File: src/rtl/seq_mag_comp.sv
// -----------------------------------------------------------------------------
// seq_mag_comp
//
// Bit-serial magnitude comparator. Two WIDTH-bit operands are compared one bit
// per clock, LSB first, through a single 1-bit compare cell. Each operation
// runs as either an unsigned compare or a two's-complement signed compare.
// A result takes WIDTH cycles. This is the small-area choice for wide operands.
//
// Ports
//   clk          in   1      rising-edge clock
//   rst_n        in   1      asynchronous active-low reset
//   start        in   1      compare request, taken only while busy==0
//   signed_mode  in   1      1 = two's-complement, 0 = unsigned (taken with start)
//   a, b         in   WIDTH  operands, captured on an accepted start
//   busy         out  1      compare in progress
//   done         out  1      one-cycle pulse when l/e/g have just been updated
//   l, e, g      out  1      A<B / A==B / A>B, held until the next done
//   fsm_state    out  2      current controller state, for observation only
//
// Handshake: a start is accepted on any rising edge where start==1 and
// busy==0. That includes the done cycle, which lets compares run back to back.
// A start seen while busy==1 is dropped and has no side effects.
// -----------------------------------------------------------------------------
module seq_mag_comp #(
    parameter int WIDTH = 8
) (
    input  logic             clk,
    input  logic             rst_n,
    input  logic             start,
    input  logic             signed_mode,
    input  logic [WIDTH-1:0] a,
    input  logic [WIDTH-1:0] b,
    output logic             busy,
    output logic             done,
    output logic             l,
    output logic             e,
    output logic             g,
    output logic [1:0]       fsm_state
);

    localparam int CNT_W = $clog2(WIDTH + 1);

    typedef enum logic [1:0] {
        S_IDLE = 2'd0,
        S_RUN  = 2'd1,
        S_DONE = 2'd2
    } state_t;

    typedef enum logic [1:0] {
        R_EQ = 2'd0,
        R_LT = 2'd1,
        R_GT = 2'd2
    } res_t;

    state_t             state;
    state_t             state_next;
    logic [WIDTH-1:0]   a_sh;
    logic [WIDTH-1:0]   b_sh;
    logic               smode;
    logic [CNT_W-1:0]   cnt;
    res_t               res;
    res_t               res_next;
    logic               accept;
    logic               last_bit;

    assign accept   = start && (state != S_RUN);
    assign last_bit = (cnt == CNT_W'(WIDTH - 1));

    // 1-bit compare cell. Operands are shifted right, so bit 0 of each
    // shift register is always the bit currently being compared. A difference
    // in a higher bit overrides whatever the lower bits decided. For a signed
    // compare the MSB is the sign bit, so its sense is inverted: a 1 there
    // marks the smaller operand.
    always_comb begin
        res_next = res;
        if (a_sh[0] != b_sh[0]) begin
            if (last_bit && smode) begin
                res_next = a_sh[0] ? R_LT : R_GT;
            end else begin
                res_next = a_sh[0] ? R_GT : R_LT;
            end
        end
    end

    // Controller state register
    always_ff @(posedge clk or negedge rst_n) begin
        if (!rst_n) begin
            state <= S_IDLE;
        end else begin
            state <= state_next;
        end
    end

    // Controller next-state logic
    always_comb begin
        state_next = state;
        case (state)
            S_IDLE: begin
                if (start) begin
                    state_next = S_RUN;
                end
            end
            S_RUN: begin
                if (last_bit) begin
                    state_next = S_DONE;
                end
            end
            S_DONE: begin
                state_next = start ? S_RUN : S_IDLE;
            end
            default: begin
                state_next = S_IDLE;
            end
        endcase
    end

    // Datapath: operand capture, bit stepping and result registers.
    // l/e/g are written only on the last-bit edge, which is the same edge
    // that moves the controller into DONE. They stay stable at all other times.
    always_ff @(posedge clk or negedge rst_n) begin
        if (!rst_n) begin
            a_sh  <= '0;
            b_sh  <= '0;
            smode <= 1'b0;
            cnt   <= '0;
            res   <= R_EQ;
            l     <= 1'b0;
            e     <= 1'b0;
            g     <= 1'b0;
        end else if (accept) begin
            a_sh  <= a;
            b_sh  <= b;
            smode <= signed_mode;
            cnt   <= '0;
            res   <= R_EQ;
        end else if (state == S_RUN) begin
            a_sh <= a_sh >> 1;
            b_sh <= b_sh >> 1;
            cnt  <= cnt + CNT_W'(1);
            res  <= res_next;
            if (last_bit) begin
                l <= (res_next == R_LT);
                e <= (res_next == R_EQ);
                g <= (res_next == R_GT);
            end
        end
    end

    // busy and done are decoded directly from the state register. Reset
    // therefore clears them as soon as it is asserted, and an aborted
    // operation can never produce a done.
    assign busy      = (state == S_RUN);
    assign done      = (state == S_DONE);
    assign fsm_state = state;

endmodule

File: config.mk
export PLATFORM = sky130hd
export DESIGN_NAME = seq_mag_comp
export DESIGN_NICKNAME = d
export VERILOG_FILES = /design/src/rtl/seq_mag_comp.sv
export SDC_FILE = /design/constraint.sdc
export NUM_CORES = 1
export LEC_CHECK = 0
export ABC_CLOCK_PERIOD_IN_PS = 2210
export CAP_MARGIN = 5
export CORE_MARGIN = 5
export CORE_UTILIZATION = 45
export CTS_BUF_LIST = sky130_fd_sc_hd__clkbuf_2 sky130_fd_sc_hd__clkbuf_4 sky130_fd_sc_hd__clkbuf_8
export CTS_CLUSTER_SIZE = 25
export DETAILED_ROUTE_END_ITERATION = 8
export PLACE_DENSITY = 0.72
export REMOVE_ABC_BUFFERS = 1
export SLEW_MARGIN = 0
export SYNTH_ARGS = -nofsm -noshare
export SYNTH_HDL_FRONTEND = slang
export SYNTH_SLANG_ARGS = --single-unit
File: constraint.sdc
create_clock -name clk -period 2.21 [get_ports clk]
set_clock_uncertainty 0.05 [all_clocks]
set_input_delay 0.442 -clock clk [delete_from_list [all_inputs] [get_ports clk]]
set_output_delay 0.442 -clock clk [all_outputs]
set_load 0.05 [all_outputs]
### Word level (Yosys, flattened, before mapping)

Index checks and enable logic that the tools add are counted.
Widths: inputs -> output; s select.

* add/subtract/negate cells: 1
* equal/unequal tests: 9
* muxes and demuxes: 16
* bitwise gates (word level): 1
* reductions and logical operators: 7

Operators with widths (number)
* $mux 8: 4
* $mux 2: 8
* $mux 4: 2
* $pmux 2 s3: 1
* $add 4x1->4 const B: 1
* $eq 2x1->1 const B: 2
* $eq 2x2->1 const B: 2
* $eq 4x3->1 const B: 1
* $logic_not 2->1: 2
* $ne 2x1->1 const B: 2
* $reduce_and 3->1: 1
* $logic_and 1x1->1: 2
* $ne 2x2->1 const B: 1
* $reduce_and 2->1: 1
* $reduce_bool 2->1: 1
* $mux 1: 1
* $ne 1x1->1: 1
* $not 1->1: 1

* register bits after elaboration: 28
* bits of input ports: 20
* output and inout bits: 7
* word-level logic and storage cells: 43

### Logic depth before layout (Yosys ltp)

Gate-level depths: netlist (run 1).

* word-level depth: 6
* gate-level depth with buffers: 7

### Least setup slack after synthesis (run 1)

Ideal clock, no wire load.

* path kind: register -> output
* from: register state[1] (netlist: fsm_state[1])
* to: output busy
* arrival: 1.441 ns
* slack: 0.277 ns
* cell stages (with the launch flop): 6
* buffers on the path: 3
* cells stage by stage: dfrtp_1 -> nand2b_1 -> buf_2 -> inv_2 -> buf_4 -> buf_2

* longest elaborated chain between the ends: 1

RTL lines
* start, declared: line 55 `state_t state;`
* start signal, assigned: line 90 `state <= state_next;`
* $eq 2x1->1: line 152 `assign busy = (state == S_RUN);`
* end, declared: line 33 `output logic busy,`

No other way between the ends.

### Worst setup path after layout (run 1)

* from: register state[0] (netlist: fsm_state[0])
* to: output fsm_state[0]

RTL lines
* end, declared: line 38 `output logic [1:0] fsm_state`

No word-level cell between the ends.

==> results of run 1 <==
[worst reg2reg max path, stage by stage, from the launching register on]
cell and delay (ns):
dfrtp_1 0.46, ha_1 0.25, and3b_4 0.22, and3_4 0.18, o32a_1 0.36, o31ai_2 0.24
[stage by stage]
step                      util (%)  total power, mW
final                         59.6             1.96
after global routing          59.6             2.13
after global placement        58.1             1.68
after floorplan                  -             1.41
after detailed placement      58.1             1.72
after CTS                     59.4             1.98
[cell families (layout without fill, tap and decap cells)]
group | count (synthesis) | count (layout) | share of synthesized area (%)
AOI/OAI and AO/OA | 32 | 32 | 14.1
xor gates and xnor gates | 1 | 1 | 0.674
and+or+nand+nor | 38 | 38 | 13.1
DFF | 28 | 28 | 53.9
adders and majority gates | 1 | 1 | 0.962
muxes | 17 | 17 | 13.1
buffers and inverters | 12 | 39 | 4.23
[metal layers]
layer | up-vias | GRT usage (%) | part of all wire (%)
li1 | 496 | - | -
met1 | 484 | 17.6 | 45
met2 | 25 | 20.9 | 48
met3 | 2 | 5.78 | 6.5
met4 | 0 | 1.56 | 0.53
met5 | - | 0 | 0
[cell type report]
class	count	area, um^2	share of cell area (%)
Sequential cell	28	701	42.6
Multi-Input combinational cell	89	544	33.1
Timing Repair Buffer	30	303	18.4
Tap cell	31	38.8	2.36
Clock buffer	4	36.3	2.21
Inverter	5	21.3	1.29
[report_power, final]
| part | leakage, nW | internal [mW] | switching (mW) |
|---|---|---|---|
| clock network | 0.0210 | 0.101 | 0.149 |
| registers | 0.359 | 0.714 | 0.149 |
| logic | 0.394 | 0.334 | 0.510 |
[registers in the layout, indices dropped and copies added, names as in the netlist]
signal	cells
smode	1
e	1
cnt	4
res	2
b_sh	8
fsm_state	2
a_sh	8
g	1
l	1
[cell usage after synthesis]
master      n  share of area (%)
xor2_1      1               0.67
a31oi_1     1               0.48
nand3_1     2               0.77
buf_2       5                1.9
nor2_1      8                2.3
a21oi_1     1               0.38
buf_4       1               0.58
and3b_4     1               0.96
o32a_1      1               0.77
nand4_1     1               0.48
nor2b_1     1               0.48
clkbuf_1    1               0.29
a2bb2oi_1   1               0.67
inv_2       1               0.29
nand2b_1    1               0.48
o22ai_1     1               0.48
nand2_1    22                6.4
dfrtp_1    28                 54
ha_1        1               0.96
inv_1       4                1.2
nor3_1      1               0.38
mux2i_1    17                 13
o41ai_1     1               0.67
o21ai_0    25                9.6
and3_4      1               0.87
o31ai_2     1               0.96
[final timing paths]
check                                   from            to  slack (ns)  cells after the start
worst max-delay path            fsm_state[0]  fsm_state[0]        0.16                      1
worst min-delay path                   rst_n       a_sh[2]        0.42                      2
worst max register to register        cnt[0]             g        0.38                      5
worst min register to register        cnt[3]        cnt[3]        0.44                      1
max in group asynchronous              rst_n        cnt[2]        1.43                      2
min in group clk                      cnt[3]        cnt[3]        0.44                      1
==> qor.yml, run 1 <==
status: "completed"
dp_hpwl_mm: 1.84
vias: 1007
endpoint_kind: "primary output"
wl_per_cell_um: 13.2
clkSlewWorstSetupHoldPaths_ns: 0.15
core_area_um2: 2760
synth-warning-count: 0
numCtsBuffers: 3
grt_first_pass_wirelength_mm: 4.42
cts.sinks: 28
dp_slack_ns: 0.381
p_leak_nw: 0.775
slowest_stage: "clkdlybuf4s50_1"
path_class: "flop to primary output"
cts_tree: "done"
ys_seq_area_share_pct: 53.9
diodes: 0
p_per_area_nw_per_um2: 1190
ctsHoldBuffers: 0
antenna_found_initial: 0
max_slew_margin_pct: 66.6
worst_pin_slew_ns: 0.499
initial_core_util_pct: 47.1
insertion_delay_ns: 0.33
yosysUniqueCellTypes: 26
cp_max_fo: 4
required_ns: 1.72
die_h_um: 63.8
die_x_um: 63.8
final_cell_mix: "dfrtp_1 (28), o21ai_0 (25), clkdlybuf4s50_1 (24)"
critPathTopFamily: "buffers and inverters"
cts_root_buffer: "clkbuf_4"
grt_pass1_vias: 1010
drtAntennaViolNets: 0
ctsLongestPathBuffers: 2
synthesis.area_um2: 1300
fin_area_um2: 1640
rows: 19
ir_drop_uv: 912
fin_crit_sh_pct: 92.8
max_freq_mhz: 488
dieArea_um2: 4060
place_congestion: 0.767
first_pass_iters: 4
ios: 27
ctsResizeCount: 0
synthToLayoutAreaGrowth_pct: 26.5
cp-start-kind: "flop"
htree_num_levels: 1
arrival_ns: 1.56
filler_cell_count: 261
gr-total-overflow: 0
cp_cell_sequence: "clkdlybuf4s50_1"
routed_via_density: 5.39
placed_cell_area_um2: 1600
portBuffers: 26
synth.avg_cell_area_um2: 10.1
maxCapViolCount: 0
grt_max_degree: 29
max_stage_delay_ns: 0.82
post_cts_buffers: 0
drc: 0
slew_viol_final: 0
critPathBufInv: 1
nNetsFinal: 178
setup-tns-final_ns: 0
drtIter0Drc: 67
yosys_register_bits: 28
rsz0062_at_grt: "no"
synthCells: 129
period_needed_ns: 2.05
layout_commonest_cell: "dfrtp_1"
dp.cells: 183
hold_viol: 0
drt-total-wl_mm: 2.47
fin_cells: 187
hold_ws_ns: 0.418
grtUsageTotal_pct: 13.3
fin_ws_ns: 0.159
final-setup-viol-count: 0
post_route_cells_drive_above_1_share_pct: 8.33
hold_class: "primary input to async pin"
(Power assumes the default switching activity.)
==> inputs of run 2 (changes only) <==
Settings changed: CAP_MARGIN 5 to 20, REMOVE_ABC_BUFFERS 1 to default.
==> qor.yml, run 2 (same netlist as run 1, synthesis figures left out) <==
drt-total-wl_mm: 2.43  # was 2.47 mm
placed_cell_area_um2: 1600  # about the same
initial_core_util_pct: 47.1  # unchanged
clkSlewWorstSetupHoldPaths_ns: 0.15  # about the same
reg2reg_to: "g"  # unchanged
final_cell_mix: "dfrtp_1 (28), o21ai_0 (25), clkdlybuf4s50_1 (24)"  # unchanged
insertion_delay_ns: 0.32  # was 0.33 ns
grt_max_degree: 29  # unchanged
synthToLayoutAreaGrowth_pct: 25.7  # was 26.5%
ctsLongestPathBuffers: 2  # unchanged
nNetsFinal: 177  # was 178
syn-num-nets: 150
portBuffers: 26  # unchanged
wl_per_cell_um: 13.1  # was 13.2 um
p_per_area_nw_per_um2: 1190  # about the same
routed_via_density: 5.40  # was 5.39
grt_first_pass_wirelength_mm: 4.42  # about the same
critPathTopFamily: "buffers and inverters"  # unchanged
post_route_cells_drive_above_1_share_pct: 7.74  # was 8.33%
maxCapViolCount: 0  # unchanged
ios: 27  # unchanged
cp-start-kind: "flop"  # unchanged
status: "completed"  # unchanged
critPathBufInv: 1  # unchanged
vias: 1005  # was 1007
path_class: "flop to primary output"  # unchanged
layout_commonest_cell: "dfrtp_1"  # unchanged
max_slew_margin_pct: 65.9  # was 66.6%
numCtsBuffers: 3  # unchanged
endpoint_kind: "primary output"  # unchanged
rows: 19  # unchanged
period_needed_ns: 2.03  # was 2.05 ns
r2r_cells: 5  # unchanged
ir_drop_uv: 686  # was 912 uV
drtIter0Drc: 19  # was 67
first_pass_iters: 4  # unchanged
diodes: 0  # unchanged
r2r-start: "cnt[0]"  # unchanged
post_cts_buffers: 0  # unchanged
cts_tree: "done"  # unchanged
fin_crit_sh_pct: 91.8  # was 92.8%
reg_top3: "a_sh (8), b_sh (8), cnt (4)"  # unchanged
grt_pass1_vias: 1023  # was 1010
gr-total-overflow: 0  # unchanged
die_x_um: 63.8  # unchanged
slowest_stage: "clkdlybuf4s50_1"  # unchanged
grtUsageTotal_pct: 13.0  # was 13.3%
place_congestion: 0.831  # was 0.767
power_mw: 1.94  # was 1.96 mW
max_freq_mhz: 493  # was 488 MHz
dp_hpwl_mm: 1.83  # was 1.84 mm
cp_max_fo: 4  # unchanged
slew_viol_final: 0  # unchanged
die_h_um: 63.8  # unchanged
rsz0062_at_grt: "no"  # unchanged
arrival_ns: 1.54  # was 1.56 ns
required_ns: 1.72  # about the same
antenna_found_initial: 0  # unchanged
p_leak_nw: 0.769  # was 0.775 nW
max_stage_delay_ns: 0.82  # about the same
hold_viol: 0  # unchanged
reg2reg_slack_ns: 0.39  # was 0.38 ns
drtAntennaViolNets: 0  # unchanged
cp_cell_sequence: "clkdlybuf4s50_1"  # unchanged
core_area_um2: 2760  # unchanged
cts_root_buffer: "clkbuf_4"  # unchanged
hold_class: "primary input to async pin"  # unchanged
drc: 0  # unchanged
worst_pin_slew_ns: 0.511  # was 0.499 ns
htree_num_levels: 1  # unchanged
fin_area_um2: 1630  # was 1640 um^2
dieArea_um2: 4060  # unchanged
setup-tns-final_ns: 0  # unchanged
cts.sinks: 28  # unchanged
final-setup-viol-count: 0  # unchanged
## run 2: worst max-delay path by stage
stage / slack [ns] / from / end / cells after the start
floorplan: 0.28 / fsm_state[1] / busy / 5
global placement: 0.42 / fsm_state[0] / done / 2
detailed placement: 0.38 / fsm_state[0] / done / 2
CTS: 0.006 / fsm_state[0] / done / 2
global route: 0.08 / fsm_state[1] / busy / 3
finish: 0.18 / fsm_state[0] / fsm_state[0] / 1
## run 2: routing by layer
metal,vias to the layer above,GRT usage (%),share of wire (%)
li1,496,-,-
met1,479,17.4,46
met2,28,21.1,48
met3,2,4.03,5.5
met4,0,2.08,0.49
met5,-,0,0
## run 2: per-stage QoR
step	utilization, %	hold slack (ns)	std cells	setup slack [ns]
CTS	59.2	0.434	186	0.00596
finish	59.3	0.425	186	0.180
global route	59.3	0.437	186	0.0787
detailed placement	57.8	0.414	182	0.380
floorplan	-	0.0964	129	0.277
global placement	57.8	0.411	182	0.424
## run 2: power by group
group	switching, mW	internal [mW]	leakage (nW)
clock network	0.141	0.101	0.0210
logic	0.504	0.330	0.389
registers	0.153	0.714	0.359
## run 2: cell type report
cell class	count	area, um^2
Tap cell	31	38.8
Sequential cell	28	701
Multi-Input combinational cell	89	544
Fill cell	239	1120
Inverter	5	18.8
Clock buffer	4	36.3
Timing Repair Buffer	29	295
## run 2: timing repair
item | CTS | global route
setup endpoints to repair | 0 | 1
hold buffers | 0 | 0
gates resized for setup | 0 | 1
==> inputs of run 3 (changes only) <==
Settings changed: CORE_UTILIZATION 45 to 52, PLACE_DENSITY 0.72 to 0.81.
==> qor.yml, run 3 (same netlist as run 1, synthesis figures left out) <==
worst_pin_slew_ns: 0.501  # was 0.511 ns
cp_cell_sequence: "clkdlybuf4s50_1"  # unchanged
grt_first_pass_wirelength_mm: 4.33  # was 4.42 mm
cts.sinks: 28  # unchanged
vias: 1010  # was 1005
arrival_ns: 1.56  # was 1.54 ns
cp.depth: 1  # unchanged
setup-tns-final_ns: 0  # unchanged
slew_viol_final: 0  # unchanged
routed_via_density: 5.46  # was 5.40
grt_max_degree: 29  # unchanged
clkSlewWorstSetupHoldPaths_ns: 0.15  # about the same
path_class: "flop to primary output"  # unchanged
nNetsFinal: 177  # unchanged
drtIter0Drc: 19  # unchanged
grt_pass1_vias: 1037  # was 1023
syn-num-nets: 150  # unchanged
required_ns: 1.72  # about the same
ir_drop_uv: 920  # was 686 uV
portBuffers: 26  # unchanged
core_area_um2: 2430  # was 2760 um^2
wl_per_cell_um: 13.6  # was 13.1 um
drt-total-wl_mm: 2.51  # was 2.43 mm
dp_hpwl_mm: 1.81  # was 1.83 mm
cts_root_buffer: "clkbuf_4"  # unchanged
die_h_um: 60  # was 63.8 um
max_slew_margin_pct: 66.5  # was 65.9%
max_freq_mhz: 487  # was 493 MHz
dieArea_um2: 3600  # was 4060 um^2
p_per_area_nw_per_um2: 1200  # was 1190 nW/um^2
final-setup-viol-count: 0  # unchanged
endpoint_kind: "primary output"  # unchanged
die_x_um: 60  # was 63.8 um
max_stage_delay_ns: 0.82  # about the same
cp_max_fo: 4  # unchanged
final_cell_mix: "dfrtp_1 (28), o21ai_0 (25), clkdlybuf4s50_1 (24)"  # unchanged
reg_top3: "a_sh (8), b_sh (8), cnt (4)"  # unchanged
diodes: 0  # unchanged
filler_cell_count: 198  # was 239
fin_crit_sh_pct: 92.9  # was 91.8%
insertion_delay_ns: 0.33  # was 0.32 ns
ctsLongestPathBuffers: 2  # unchanged
rsz0062_at_grt: "no"  # unchanged
layout_commonest_cell: "dfrtp_1"  # unchanged
gr-total-overflow: 0  # unchanged
antenna_found_initial: 0  # unchanged
status: "completed"  # unchanged
critPathTopFamily: "buffers and inverters"  # unchanged
hold_class: "primary input to async pin"  # unchanged
rows: 18  # was 19
drc: 0  # unchanged
initial_core_util_pct: 53.4  # was 47.1%
htree_num_levels: 1  # unchanged
maxCapViolCount: 0  # unchanged
grtUsageTotal_pct: 15.8  # was 13.0%
synthToLayoutAreaGrowth_pct: 25.6  # was 25.7%
cp-start-kind: "flop"  # unchanged
power_mw: 1.96  # was 1.94 mW
hold_viol: 0  # unchanged
numCtsBuffers: 3  # unchanged
r2r_cells: 5  # unchanged
ctsHoldBuffers: 0  # unchanged
post_route_cells_drive_above_1_share_pct: 7.74  # unchanged
drtAntennaViolNets: 0  # unchanged
cts_tree: "done"  # unchanged
ios: 27  # unchanged
p_leak_nw: 0.769  # unchanged
period_needed_ns: 2.05  # was 2.03 ns
critPathBufInv: 1  # unchanged
slowest_stage: "clkdlybuf4s50_1"  # unchanged
place_congestion: 0.753  # was 0.831
first_pass_iters: 5  # was 4
## run 3: layer usage
layer	GRT usage, %	routed length, um	vias to the layer above
li1	-	-	493
met1	19.6	1110	485
met2	27.8	1250	32
met3	2.59	148	0
met4	4.75	0	0
met5	0	0	-
## run 3: final timing paths
| kind | to | start | slack [ns] |
|---|---|---|---|
| worst max register to register | g | cnt[0] | 0.39 |
| worst min-delay path | g | rst_n | 0.42 |
| worst min register to register | cnt[3] | cnt[3] | 0.45 |
| min in group clk | cnt[3] | cnt[3] | 0.45 |
| worst max-delay path | fsm_state[0] | fsm_state[0] | 0.16 |
| max in group asynchronous | b_sh[2] | rst_n | 1.43 |
## run 3: where the power goes
part	leakage (nW)	switching, mW	internal (mW)
combinational	0.389	0.509	0.330
sequential	0.359	0.155	0.714
clock	0.0210	0.152	0.101
total	0.769	0.816	1.15
## run 3: stage by stage
step | instances | util (%) | worst slack (ns) | cell area [um^2] | hold WS (ns)
6_report | 185 | 67.1 | 0.158 | 1630 | 0.417
5_1_grt | 185 | 67.1 | 0.0949 | 1630 | 0.472
4_1_cts | 185 | 67.0 | 0.0135 | 1630 | 0.434
3_5_place_dp | 181 | 65.5 | 0.405 | 1590 | 0.422
3_3_place_gp | 181 | 65.5 | 0.425 | 1590 | 0.407
2_1_floorplan | 129 | - | 0.277 | 1300 | 0.0964
## run 3: repair_timing
action	4_1_cts	5_1_grt
resized for setup	0	1
endpoints found under the setup margin	0	1
buffers inserted	0	0
## run 3: cell type report
cell class                 count  area [um^2]  share of cell area, %
clock buffer                   4         36.3                   2.22
inverter                       5         18.8                   1.15
multi-input combinational     89          544                   33.3
sequential                    28          701                   42.9
tap                           30         37.5                   2.30
timing repair buffer          29          295                   18.1
